==> src/rtl/mc_control.sv <==
// mc_control: multicycle MIPS control unit.
// Walks each instruction through FETCH/DECODE/EXEC/MEM/WB and drives the
// shared multicycle datapath. Memory states wait on MemReady, so any number
// of wait states is absorbed. Also flags illegal opcodes (optionally trapping
// into a sticky HALT) and counts retired instructions.
module mc_control #(
  parameter int CNT_WIDTH       = 32,
  parameter bit TRAP_ON_ILLEGAL = 1'b1
) (
  input  logic                 clk,
  input  logic                 rst_n,
  input  logic [5:0]           Op,
  input  logic                 MemReady,
  output logic                 PCWrite,
  output logic                 PCWriteCond,
  output logic                 IorD,
  output logic                 MemRead,
  output logic                 MemWrite,
  output logic                 IRWrite,
  output logic                 MemtoReg,
  output logic                 RegDst,
  output logic                 RegWrite,
  output logic                 ALUSrcA,
  output logic [1:0]           ALUSrcB,
  output logic [1:0]           ALUOp,
  output logic [1:0]           PCSource,
  output logic                 BneBeq,
  output logic                 IsJAL,
  output logic                 ZeroExtend,
  output logic                 Illegal,
  output logic                 Halted,
  output logic [CNT_WIDTH-1:0] Retired
);

  // Opcodes recognised by the decoder
  localparam logic [5:0] OP_RTYPE = 6'b000000;
  localparam logic [5:0] OP_J     = 6'b000010;
  localparam logic [5:0] OP_JAL   = 6'b000011;
  localparam logic [5:0] OP_BEQ   = 6'b000100;
  localparam logic [5:0] OP_BNE   = 6'b000101;
  localparam logic [5:0] OP_ADDI  = 6'b001000;
  localparam logic [5:0] OP_ANDI  = 6'b001100;
  localparam logic [5:0] OP_ORI   = 6'b001101;
  localparam logic [5:0] OP_LW    = 6'b100011;
  localparam logic [5:0] OP_SW    = 6'b101011;

  // ALUSrcB selections
  localparam logic [1:0] SRCB_REG   = 2'b00;
  localparam logic [1:0] SRCB_FOUR  = 2'b01;
  localparam logic [1:0] SRCB_IMM   = 2'b10;
  localparam logic [1:0] SRCB_IMMSH = 2'b11;

  // ALUOp selections
  localparam logic [1:0] ALU_ADD   = 2'b00;
  localparam logic [1:0] ALU_SUB   = 2'b01;
  localparam logic [1:0] ALU_FUNCT = 2'b10;
  localparam logic [1:0] ALU_LOGI  = 2'b11;

  // PCSource selections
  localparam logic [1:0] PCS_ALU    = 2'b00;
  localparam logic [1:0] PCS_ALUOUT = 2'b01;
  localparam logic [1:0] PCS_JUMP   = 2'b10;

  localparam logic [CNT_WIDTH-1:0] CNT_ONE = {{(CNT_WIDTH-1){1'b0}}, 1'b1};

  typedef enum logic [3:0] {
    S_FETCH    = 4'd0,
    S_DECODE   = 4'd1,
    S_EXEC_R   = 4'd2,
    S_RWB      = 4'd3,
    S_MEMADDR  = 4'd4,
    S_MEMREAD  = 4'd5,
    S_MEMWB    = 4'd6,
    S_MEMWRITE = 4'd7,
    S_BRANCH   = 4'd8,
    S_EXEC_I   = 4'd9,
    S_IWB      = 4'd10,
    S_JUMP     = 4'd11,
    S_JAL      = 4'd12,
    S_HALT     = 4'd13
  } state_t;

  state_t                 r_state;
  state_t                 w_next;
  logic [CNT_WIDTH-1:0]   r_retired;

  // Opcode class decodes; the IR is stable after FETCH so these are only
  // meaningful from DECODE onwards.
  logic w_is_rtype;
  logic w_is_mem;
  logic w_is_branch;
  logic w_is_imm;
  logic w_is_logic_imm;
  logic w_is_j;
  logic w_is_jal;
  logic w_is_known;
  logic w_retire;

  assign w_is_rtype     = (Op == OP_RTYPE);
  assign w_is_mem       = (Op == OP_LW)   || (Op == OP_SW);
  assign w_is_branch    = (Op == OP_BEQ)  || (Op == OP_BNE);
  assign w_is_logic_imm = (Op == OP_ANDI) || (Op == OP_ORI);
  assign w_is_imm       = (Op == OP_ADDI) || w_is_logic_imm;
  assign w_is_j         = (Op == OP_J);
  assign w_is_jal       = (Op == OP_JAL);
  assign w_is_known     = w_is_rtype | w_is_mem | w_is_branch | w_is_imm |
                          w_is_j | w_is_jal;

  // Next-state selection
  always_comb begin
    w_next = r_state;
    unique case (r_state)
      S_FETCH: begin
        if (MemReady) w_next = S_DECODE;
      end
      S_DECODE: begin
        if (w_is_rtype)       w_next = S_EXEC_R;
        else if (w_is_mem)    w_next = S_MEMADDR;
        else if (w_is_branch) w_next = S_BRANCH;
        else if (w_is_imm)    w_next = S_EXEC_I;
        else if (w_is_j)      w_next = S_JUMP;
        else if (w_is_jal)    w_next = S_JAL;
        else if (TRAP_ON_ILLEGAL) w_next = S_HALT;
        else                  w_next = S_FETCH;
      end
      S_EXEC_R:   w_next = S_RWB;
      S_RWB:      w_next = S_FETCH;
      S_MEMADDR:  w_next = (Op == OP_LW) ? S_MEMREAD : S_MEMWRITE;
      S_MEMREAD: begin
        if (MemReady) w_next = S_MEMWB;
      end
      S_MEMWB:    w_next = S_FETCH;
      S_MEMWRITE: begin
        if (MemReady) w_next = S_FETCH;
      end
      S_BRANCH:   w_next = S_FETCH;
      S_EXEC_I:   w_next = S_IWB;
      S_IWB:      w_next = S_FETCH;
      S_JUMP:     w_next = S_FETCH;
      S_JAL:      w_next = S_FETCH;
      S_HALT:     w_next = S_HALT;
      default:    w_next = S_FETCH;
    endcase
  end

  // An instruction retires when control returns to FETCH from a real
  // execution state; DECODE->FETCH is a discarded illegal opcode.
  assign w_retire = (w_next == S_FETCH) &&
                    (r_state != S_FETCH) &&
                    (r_state != S_DECODE) &&
                    (r_state != S_HALT);

  // State register and retired-instruction counter
  always_ff @(posedge clk) begin
    if (!rst_n) begin
      r_state   <= S_FETCH;
      r_retired <= '0;
    end else begin
      r_state <= w_next;
      if (w_retire) r_retired <= r_retired + CNT_ONE;
    end
  end

  assign Retired = r_retired;

  // Per-state control decode before the reset gate
  logic       w_pc_write;
  logic       w_pc_write_cond;
  logic       w_iord;
  logic       w_mem_read;
  logic       w_mem_write;
  logic       w_ir_write;
  logic       w_mem_to_reg;
  logic       w_reg_dst;
  logic       w_reg_write;
  logic       w_alu_src_a;
  logic [1:0] w_alu_src_b;
  logic [1:0] w_alu_op;
  logic [1:0] w_pc_source;
  logic       w_bne_beq;
  logic       w_is_jal_out;
  logic       w_zero_ext;
  logic       w_illegal;
  logic       w_halted;

  // Moore decode of the state; only FETCH looks at MemReady so the IR and
  // PC are written exactly once, in the cycle the fetch completes.
  always_comb begin
    w_pc_write      = 1'b0;
    w_pc_write_cond = 1'b0;
    w_iord          = 1'b0;
    w_mem_read      = 1'b0;
    w_mem_write     = 1'b0;
    w_ir_write      = 1'b0;
    w_mem_to_reg    = 1'b0;
    w_reg_dst       = 1'b0;
    w_reg_write     = 1'b0;
    w_alu_src_a     = 1'b0;
    w_alu_src_b     = SRCB_REG;
    w_alu_op        = ALU_ADD;
    w_pc_source     = PCS_ALU;
    w_bne_beq       = 1'b0;
    w_is_jal_out    = 1'b0;
    w_zero_ext      = 1'b0;
    w_illegal       = 1'b0;
    w_halted        = 1'b0;
    unique case (r_state)
      S_FETCH: begin
        w_mem_read  = 1'b1;
        w_alu_src_b = SRCB_FOUR;
        w_ir_write  = MemReady;
        w_pc_write  = MemReady;
      end
      S_DECODE: begin
        w_alu_src_b = SRCB_IMMSH;
        w_illegal   = ~w_is_known;
      end
      S_EXEC_R: begin
        w_alu_src_a = 1'b1;
        w_alu_op    = ALU_FUNCT;
      end
      S_RWB: begin
        w_reg_dst   = 1'b1;
        w_reg_write = 1'b1;
      end
      S_MEMADDR: begin
        w_alu_src_a = 1'b1;
        w_alu_src_b = SRCB_IMM;
      end
      S_MEMREAD: begin
        w_mem_read = 1'b1;
        w_iord     = 1'b1;
      end
      S_MEMWB: begin
        w_reg_write  = 1'b1;
        w_mem_to_reg = 1'b1;
      end
      S_MEMWRITE: begin
        w_mem_write = 1'b1;
        w_iord      = 1'b1;
      end
      S_BRANCH: begin
        w_alu_src_a     = 1'b1;
        w_alu_op        = ALU_SUB;
        w_pc_write_cond = 1'b1;
        w_pc_source     = PCS_ALUOUT;
        w_bne_beq       = Op[0];
      end
      S_EXEC_I: begin
        w_alu_src_a = 1'b1;
        w_alu_src_b = SRCB_IMM;
        w_alu_op    = w_is_logic_imm ? ALU_LOGI : ALU_ADD;
        w_zero_ext  = w_is_logic_imm;
      end
      S_IWB: begin
        // ALU result is still being written back, so keep its operation
        w_reg_write = 1'b1;
        w_alu_op    = w_is_logic_imm ? ALU_LOGI : ALU_ADD;
        w_zero_ext  = w_is_logic_imm;
      end
      S_JUMP: begin
        w_pc_write  = 1'b1;
        w_pc_source = PCS_JUMP;
      end
      S_JAL: begin
        w_pc_write   = 1'b1;
        w_pc_source  = PCS_JUMP;
        w_reg_write  = 1'b1;
        w_is_jal_out = 1'b1;
      end
      S_HALT: begin
        w_halted = 1'b1;
      end
      default: begin
        w_halted = 1'b0;
      end
    endcase
  end

  // Hold every control low while reset is asserted so nothing writes
  assign PCWrite     = rst_n & w_pc_write;
  assign PCWriteCond = rst_n & w_pc_write_cond;
  assign IorD        = rst_n & w_iord;
  assign MemRead     = rst_n & w_mem_read;
  assign MemWrite    = rst_n & w_mem_write;
  assign IRWrite     = rst_n & w_ir_write;
  assign MemtoReg    = rst_n & w_mem_to_reg;
  assign RegDst      = rst_n & w_reg_dst;
  assign RegWrite    = rst_n & w_reg_write;
  assign ALUSrcA     = rst_n & w_alu_src_a;
  assign ALUSrcB     = rst_n ? w_alu_src_b : 2'b00;
  assign ALUOp       = rst_n ? w_alu_op    : 2'b00;
  assign PCSource    = rst_n ? w_pc_source : 2'b00;
  assign BneBeq      = rst_n & w_bne_beq;
  assign IsJAL       = rst_n & w_is_jal_out;
  assign ZeroExtend  = rst_n & w_zero_ext;
  assign Illegal     = rst_n & w_illegal;
  assign Halted      = rst_n & w_halted;

endmodule
==> config.mk <==
export PLATFORM = sky130hd
export DESIGN_NAME = mc_control
export DESIGN_NICKNAME = d
export VERILOG_FILES = /design/src/rtl/mc_control.sv
export SDC_FILE = /design/constraint.sdc
export NUM_CORES = 1
export LEC_CHECK = 0
export CORE_MARGIN = 2
export CORE_UTILIZATION = 35
export CTS_CLUSTER_DIAMETER = 30
export DETAILED_ROUTE_END_ITERATION = 7
export GPL_ROUTABILITY_DRIVEN = 0
export PLACE_DENSITY_LB_ADDON = 0.3
export SLEW_MARGIN = 40
export SYNTH_ARGS = -nofsm -noshare
export SYNTH_HDL_FRONTEND = slang
export SYNTH_SLANG_ARGS = --single-unit
==> constraint.sdc <==
create_clock -name clk -period 2.38 [get_ports clk]
set_input_delay 0.595 -clock clk [delete_from_list [all_inputs] [get_ports clk]]
set_output_delay 0.595 -clock clk [all_outputs]
set_load 0.02 [all_outputs]
=== After elaboration in Yosys (flattened, before gate mapping) ===
Index checks and enable logic that the tools add are counted.

* Flip-flop bits (word level): 36
* Input port bits: 9
* Word-level logic and storage cells: 99

* Add/subtract/negate cells: 1
* Eq/ne operators: 24
* Multiplexer cells: 33
* Bitwise logic cells: 21
* Reduce and logical (&&, ||, !) cells: 18

{| class="wikitable"
|+ Operator list
! operator !! count
|-
| 32-bit by 1-bit adder with 32-bit output, second input constant || 1
|-
| 4-bit case mux with 8 select lines || 1
|-
| 4-bit == test, second input constant || 6
|-
| 4-bit 2-to-1 mux || 5
|-
| 6-bit by 4-bit == test with 1-bit output, second input constant || 3
|-
| 4-bit by 3-bit == test with 1-bit output, second input constant || 4
|-
| 1-bit bitwise AND || 15
|-
| 1-bit 2-to-1 mux || 15
|-
| 6-bit by 2-bit == test with 1-bit output, second input constant || 2
|-
| 6-bit by 3-bit == test with 1-bit output, second input constant || 2
|-
| 6-bit == test, second input constant || 2
|-
| 2-bit case mux with 3 select lines || 2
|-
| 2-bit 2-to-1 mux || 5
|-
| 2-bit OR reduction || 5
|-
| 3-bit 2-to-1 mux || 3
|-
| 4-bit by 2-bit == test with 1-bit output, second input constant || 2
|-
| 4-bit logical NOT || 2
|-
| 4-bit OR reduction || 2
|-
| 6-bit logical NOT || 1
|-
| 1-bit bitwise OR || 5
|-
| 4-bit by 1-bit == test with 1-bit output, second input constant || 1
|-
| 1-bit logical OR || 4
|-
| 4-bit by 1-bit != test with 1-bit output, second input constant || 1
|-
| 4-bit != test, second input constant || 1
|-
| 5 further kinds || 7
|}

=== Logic depth before layout (Yosys ltp) ===
Gate-level depths: netlist of run 1.

* Depth after elaboration: 12
* Depth in mapped cells: 7
* Depth with buffers taken out: 6

=== Worst setup path before layout of run 1 ===
Ideal clock, no wire load.

* Path kind: register to output
* Start point: register r_state[0]
* End point: output port MemRead
* Data arrival time: 1.712 ns
* Required time: 1.785 ns
* Slack: 0.073 ns
* Stages on the path, launching flop included: 5
* Path buffers: 2
* Path through: dfxtp_1 -> clkbuf_1 -> buf_1 -> xor2_1 -> nor4_1

* Cells in the longest elaborated chain, start to end: 4

{| class="wikitable"
|+ RTL lines
! item !! RTL line !! RTL
|-
| from (decl) || 83 || <nowiki>state_t r_state;</nowiki>
|-
| from (signal assigned) || 159 || <nowiki>r_state <= w_next;</nowiki>
|-
| 4-bit by 3-bit == test with 1-bit output / 4-bit logical NOT (equally long branches) || 207 || <nowiki>unique case (r_state)</nowiki>
|-
| 2-bit OR reduction (no source line) (*) || n/a ||
|-
| 1-bit 2-to-1 mux (*) || 207 ||
|-
| 1-bit bitwise AND (*) || 284 || <nowiki>assign MemRead = rst_n & w_mem_read;</nowiki>
|-
| to (decl) || 17 || <nowiki>output logic MemRead,</nowiki>
|}

Mark *: on every way between the ends. The rest lies on a longest branch, timed or not.

=== Worst setup path after layout of run 1 ===
* Start point: input port rst_n
* End point: output port BneBeq

* Cells in the longest elaborated chain, start to end: 1

{| class="wikitable"
|+ RTL lines
! item !! RTL line !! RTL
|-
| from (decl) || 11 || <nowiki>input logic rst_n,</nowiki>
|-
| 1-bit bitwise AND || 294 || <nowiki>assign BneBeq = rst_n & w_bne_beq;</nowiki>
|-
| to (decl) || 27 || <nowiki>output logic BneBeq,</nowiki>
|}

No other way between the ends.

==> results of run 1 <==
[kinds of logic (layout without fill, tap and decap cells)]
logic type | Yosys count | after routing
fa+ha+maj | 1 | 1
mux | 2 | 2
flops | 36 | 36
xor+xnor | 25 | 25
simple gates | 147 | 147
compound gates | 42 | 42
buf+inv | 24 | 108
[worst max-delay path, delay by kind of cell]
kind	cells	cell delay (ns)
AND/OR/NAND/NOR	2	0.29
buffers and inverters	4	0.84
[power groups by stage]
| stage | registers [mW] | clock network, mW | logic (mW) |
|---|---|---|---|
| after global placement | 0.711 | 0 | 1.15 |
| after detailed placement | 0.711 | 0 | 1.15 |
| final | 0.704 | 0.437 | 1.14 |
| after CTS | 0.700 | 0.453 | 1.11 |
| after floorplan | 0.701 | 0 | 0.660 |
| after global routing | 0.711 | 0.476 | 1.25 |
[Yosys cell counts (3+ instances only)]
library cell,count,share of area [%]
xnor2_1,19,7.7
nor4b_1,5,2.0
nor4_1,3,0.87
a21oi_1,16,3.7
nor3b_1,5,1.7
o31ai_1,3,1.0
nand3b_1,3,1.0
o21ai_0,10,2.3
and4_1,6,2.4
nor3_1,15,3.5
nand2b_1,7,2.0
nand4_1,4,1.2
and3_1,3,0.87
buf_2,4,0.93
nor2b_1,7,2.0
buf_1,4,0.70
nand2_1,20,3.5
nor2_1,41,7.1
xor2_1,6,2.4
nand3_1,5,1.2
or3_1,6,1.7
clkbuf_1,9,1.6
and3b_1,4,1.6
and2_1,3,0.87
inv_1,4,0.70
dfxtp_1,36,33
[per-layer routing]
metal / share of wire, % / up-vias / GRT usage (%)
met5: 0 / - / 0
met4: 0.92 / 0 / 5.410
met3: 5.3 / 6 / 4.022
met2: 46 / 41 / 28.06
met1: 48 / 1040 / 23.48
li1: - / 1138 / -
[registers in the layout, indices dropped and copies added (netlist names)]
| signal | flops |
|---|---|
| Retired | 32 |
| r_state | 4 |
[area by class of cell]
cell class                      instances  area share [%]
Multi-Input combinational cell        217           43.55
Timing Repair Buffer                   96           27.21
Sequential cell                        36           22.93
Tap cell                               75           2.975
Clock buffer                            8           2.856
Inverter                                4          0.4760
[worst max path at each step]
stage,from,cells after the start,endpoint,slack (ns)
6_report,rst_n,6,BneBeq,0.06
5_1_grt,rst_n,6,BneBeq,0.004
4_1_cts,Op[3],6,Illegal,-0.05
3_5_place_dp,Op[2],6,Illegal,-0.68
3_3_place_gp,Op[2],6,Illegal,-0.63
2_1_floorplan,r_state[0],4,MemRead,0.07
[repair_timing]
action / 4_1_cts / 5_1_grt
setup endpoints to repair: 21 / 10
pin swaps: 1 / 2
buffers inserted: 2 / 0
gates resized for setup: 47 / 17
==> results.sh, run 1 <==
export IMPL_drtAntennaViolNets=0
export IMPL_vias=2225
export IMPL_slew_headroom_pct=74.06
export IMPL_hold_path_depth=2
export IMPL_grt_pass1_vias=2179
export IMPL_power_density_nw_per_um2=723.5
export IMPL_clk_latency_ns=0.28
export IMPL_netlist_instances=277
export IMPL_grt_remaining_overflow=0
export IMPL_power_frac_comb_pct=50.0
export IMPL_die_area_sq_um=6807
export IMPL_initial_core_util_pct=36.22
export IMPL_cts_tree="built"
export IMPL_clkTransAtPathRegs_ns=0.06
export IMPL_grt_pass1_wl_microns=9439
export IMPL_regArea_sq_um=723.2
export IMPL_worstSetupStartpointType="input port"
export IMPL_rr_worst_depth=8
export IMPL_grt_max_degree=35
export IMPL_ys_types=49
export IMPL_synthToLayoutAreaGrowth_pct=46.23
export IMPL_r2r_end="Retired[5]"
export IMPL_whs_ns=0.4943
export IMPL_drive_above_1_share_pct=17.17
export IMPL_min_period_ns=2.323
export IMPL_netSwitchingFraction_pct=38.21
export IMPL_cts_sinks=36
export IMPL_wl_per_cell_microns=12.53
export IMPL_criticalPathCategory="input port to output port"
export IMPL_core_sq_um=5956
export IMPL_synth_simple_area_share_pct=37.99
export IMPL_synth_ff_type="dfxtp_1"
export IMPL_die_x_microns=82.51
export IMPL_path_cells="dlygate4sd2_1 -> buf_6 -> buf_4 -> and3_4 -> and2_1 -> dlygate4sd2_1"
export IMPL_muxShareOfSynthArea_pct=0.9281
export IMPL_htreeDepth=2
export IMPL_numCtsBuffers=5
export IMPL_p_total_mw=2.282
export IMPL_seq_power_share_pct=30.9
export IMPL_place_hpwl_microns=4024
export IMPL_fmax_mhz=430.4
export IMPL_final_util_pct=52.96
export IMPL_place_ws_ns=-0.6830
export IMPL_cpPeakStageDelay_ns=0.31
export IMPL_power_leakage_nw=1.248
export IMPL_critPathCaptureType="output port"
export IMPL_cp_slowest_cell="dlygate4sd2_1"
export IMPL_synth_fa_ha_area_share_pct=0.5800
export IMPL_routed_wl_microns=5461
export IMPL_synth_compound_area_share_pct=11.83
export IMPL_yosysWarningCount=0
export IMPL_arrival_ns=1.73
export IMPL_cap_violations=0
export IMPL_final_cell_count_no_fill=436
export IMPL_postSynth_asyncResetShare_pct=0
export IMPL_avgViaCountPerCell=5.103
export IMPL_most_common_layout_cells="nor2_1 (40), dfxtp_1 (34), clkdlybuf4s50_1 (33), buf_4 (33), nand2_1 (20)"
export IMPL_cp_max_fo=7
export IMPL_ys_ff_latch=36
export IMPL_nFillCells=600
export IMPL_setup_viol=0
export IMPL_cts_root_buffer="clkbuf_8"
export IMPL_layout_commonest_cell="nor2_1"
export IMPL_clock_power_share_pct=19.2
export IMPL_antenna_diode_count=0
export IMPL_place_inst=426
export IMPL_drtPass1Iterations=4
export IMPL_final_nets=370
export IMPL_peakVddDrop_uv=376.3
export IMPL_finClkSkew_ns=0.004658
export IMPL_drt_iter0_drc=88
export IMPL_synth_edf_count=0
export IMPL_required_ns=1.78
export IMPL_crit_path_frequent_cell="dlygate4sd2_1"
export IMPL_portBuffers=61
export IMPL_grt_usage_pct=17.54
export IMPL_antenna_found_initial=0
export IMPL_rows=28
export IMPL_hold_viol=0
export IMPL_timing_rr_start="r_state[2]"
export IMPL_drc=0
export IMPL_hold_start="Retired[30]"
export IMPL_die_height_microns=82.51
export IMPL_placed_area_sq_um=3032
export IMPL_clockBufferDepth=2
export IMPL_worstHoldPathType="flop to flop"
export IMPL_r2r_setup_slack_ns=0.21
export IMPL_tightestPinTransition_ns=0.3879
export IMPL_cts_hold_buf=0
export IMPL_synth_top_family_by_area="simple AND/OR/NAND/NOR gates"
export IMPL_avgSynthCellArea_sq_um=7.787
export IMPL_yosysSeqAreaShare_pct=33.41
export IMPL_syn_cell_area_sq_um=2157
export IMPL_outcome="finished clean"
export IMPL_mappedNetlistNets=287
export IMPL_io_pins=62
export IMPL_multiInputGateArea_sq_um=1374
export IMPL_power_switching_uw=872.1
export IMPL_worst_slack_ns=0.05652
export IMPL_synth_xor_area_share_pct=10.15
export IMPL_min_period_over_period_pct=97.63
export IMPL_setup_tns_final_ns=0
export IMPL_holdPathEnd="Retired[30]"
export IMPL_rsz0062_at_grt="false"
export IMPL_p_int_mw=1.410
export IMPL_slew_viol_final=0
export IMPL_finalInstanceArea_sq_um=3154
(Power assumes the default switching activity.)
==> inputs of run 2 (changes only) <==
- CORE_ASPECT_RATIO: default -> 1.25
- GPL_ROUTABILITY_DRIVEN: 0 -> default
==> results.sh, run 2 (same netlist as run 1, synthesis figures left out) <==
export IMPL_cts_root_buffer="clkbuf_8"
export IMPL_cts_tree="built"
export IMPL_place_hpwl_microns=4024
export IMPL_clockBufferDepth=2
export IMPL_vias=2236
export IMPL_gp_congestion=0.7673
export IMPL_power_leakage_nw=1.298
export IMPL_peakVddDrop_uv=479.7
export IMPL_fmax_mhz=434.1
export IMPL_outcome="finished clean"
export IMPL_worstHoldPathType="flop to flop"
export IMPL_place_inst=437
export IMPL_min_period_over_period_pct=96.80
export IMPL_tightestPinTransition_ns=0.4076
export IMPL_wl_per_cell_microns=12.50
export IMPL_gr_usage_met3_pct=3.407
export IMPL_numCtsBuffers=5
export IMPL_grt_usage_pct=17.02
export IMPL_layout_commonest_cell="nor2_1"
export IMPL_cp_slowest_cell="or2_2"
export IMPL_die_area_sq_um=6811
export IMPL_core_sq_um=6046
export IMPL_drt_iter0_drc=137
export IMPL_required_ns=1.78
export IMPL_grt_remaining_overflow=0
export IMPL_rsz0062_at_grt="false"
export IMPL_synthToLayoutAreaGrowth_pct=48.90
export IMPL_clk_latency_ns=0.29
export IMPL_finClkSkew_ns=0.01019
export IMPL_die_x_microns=74.22
export IMPL_die_height_microns=91.77
export IMPL_worstSetupStartpointType="input port"
export IMPL_cap_violations=0
export IMPL_clkTransAtPathRegs_ns=0.07
export IMPL_routed_wl_microns=5601
export IMPL_htreeDepth=2
export IMPL_drive_above_1_share_pct=17.91
export IMPL_gr_max_usage_layer="met2"
export IMPL_arrival_ns=1.71
export IMPL_cpPeakStageDelay_ns=0.29
export IMPL_setup_tns_final_ns=0
export IMPL_power_density_nw_per_um2=762.4
export IMPL_final_nets=372
export IMPL_drtPass1Iterations=4
export IMPL_criticalPathCategory="input port to output port"
export IMPL_antenna_found_initial=0
export IMPL_avgViaCountPerCell=4.991
export IMPL_drc=0
export IMPL_cts_sinks=36
export IMPL_final_cell_count_no_fill=448
export IMPL_place_ws_ns=-0.7433
export IMPL_grt_pass1_vias=2121
export IMPL_worst_slack_ns=0.07624
export IMPL_initial_core_util_pct=35.68
export IMPL_setup_viol=0
export IMPL_path_cells="dlygate4sd2_1 -> buf_6 -> and4_1 -> or2_2 -> clkdlybuf4s15_2"
export IMPL_met1_usage_pct=19.86
export IMPL_slew_headroom_pct=72.74
export IMPL_slew_viol_final=0
export IMPL_critPathCaptureType="output port"
export IMPL_met2_usage_pct=30.65
export IMPL_cp_max_fo=7
export IMPL_most_common_layout_cells="nor2_1 (39), buf_4 (36), dfxtp_1 (35)"
export IMPL_grt_max_degree=35
export IMPL_hold_viol=0
export IMPL_largest_reg_flops=32
export IMPL_antenna_diode_count=0
export IMPL_min_period_ns=2.304
export IMPL_drtAntennaViolNets=0
export IMPL_grt_pass1_wl_microns=9384
export IMPL_rows=32
export IMPL_portBuffers=61
export IMPL_io_pins=62
[run 2: cell count changes in the layout (fill, tap and decap cells not counted), sizes merged]
cell           delta
buf               +1
clkdlybuf4s50     -1
dlygate4sd2       -4
bufinv            +1
dlymetal6s2s      +3
clkbuf            +2
[run 2: timing repair]
action	in CTS	in global routing
setup endpoints to repair	21	33
buffers inserted	1	1
pin swaps	1	8
resized for setup	41	22
cloned	0	1
hold buffers	0	0
[run 2: cell type report]
type                    instances  area [sq um]
fillers                       603          2834
clock buffers                   7         96.34
multi-input cells             217          1361
inverters                       4         15.01
well taps                      85         106.4
clock inverters                 1         30.03
flip-flops and latches         36         721.9
repair buffers                 98         880.8
[run 2: per-layer routing]
metal | vias to the layer above | part of all wire (%) | wire length (microns)
li1 | 1149 | - | -
met1 | 1024 | 42 | 2333
met2 | 52 | 51 | 2863
met3 | 11 | 5.6 | 313
met4 | 0 | 1.6 | 91
met5 | - | 0 | 0
[run 2: worst max-delay path, delay by kind of cell]
family | cells | cell delay (ns)
AND/OR/NAND/NOR | 2 | 0.48
buffers and inverters | 3 | 0.63
[run 2: power by group]
part	switching [mW]	total, mW	internal, mW
registers	0.0515	0.694	0.643
logic	0.618	1.16	0.540
clock network	0.226	0.596	0.370
total	0.896	2.45	1.55
[run 2: path summary, 6_finish.rpt]
path	end	slack [ns]	cells after the start	start
worst min-delay path	Retired[7]	0.48	2	Retired[7]
worst min register to register	Retired[7]	0.48	2	Retired[7]
worst max register to register	Retired[26]	0.23	7	r_state[1]
worst max-delay path	PCWrite	0.08	5	rst_n
[run 2: stage by stage]
stage	util (%)	hold slack (ns)	total power [mW]	instance area, sq um
2_1_floorplan	-	0.5437	1.362	2157
4_1_cts	52.71	0.4812	2.438	3187
3_3_place_gp	50.68	0.4568	1.869	3064
3_5_place_dp	50.68	0.4719	1.874	3064
6_report	53.13	0.4849	2.449	3212
5_1_grt	53.13	0.5199	2.605	3212
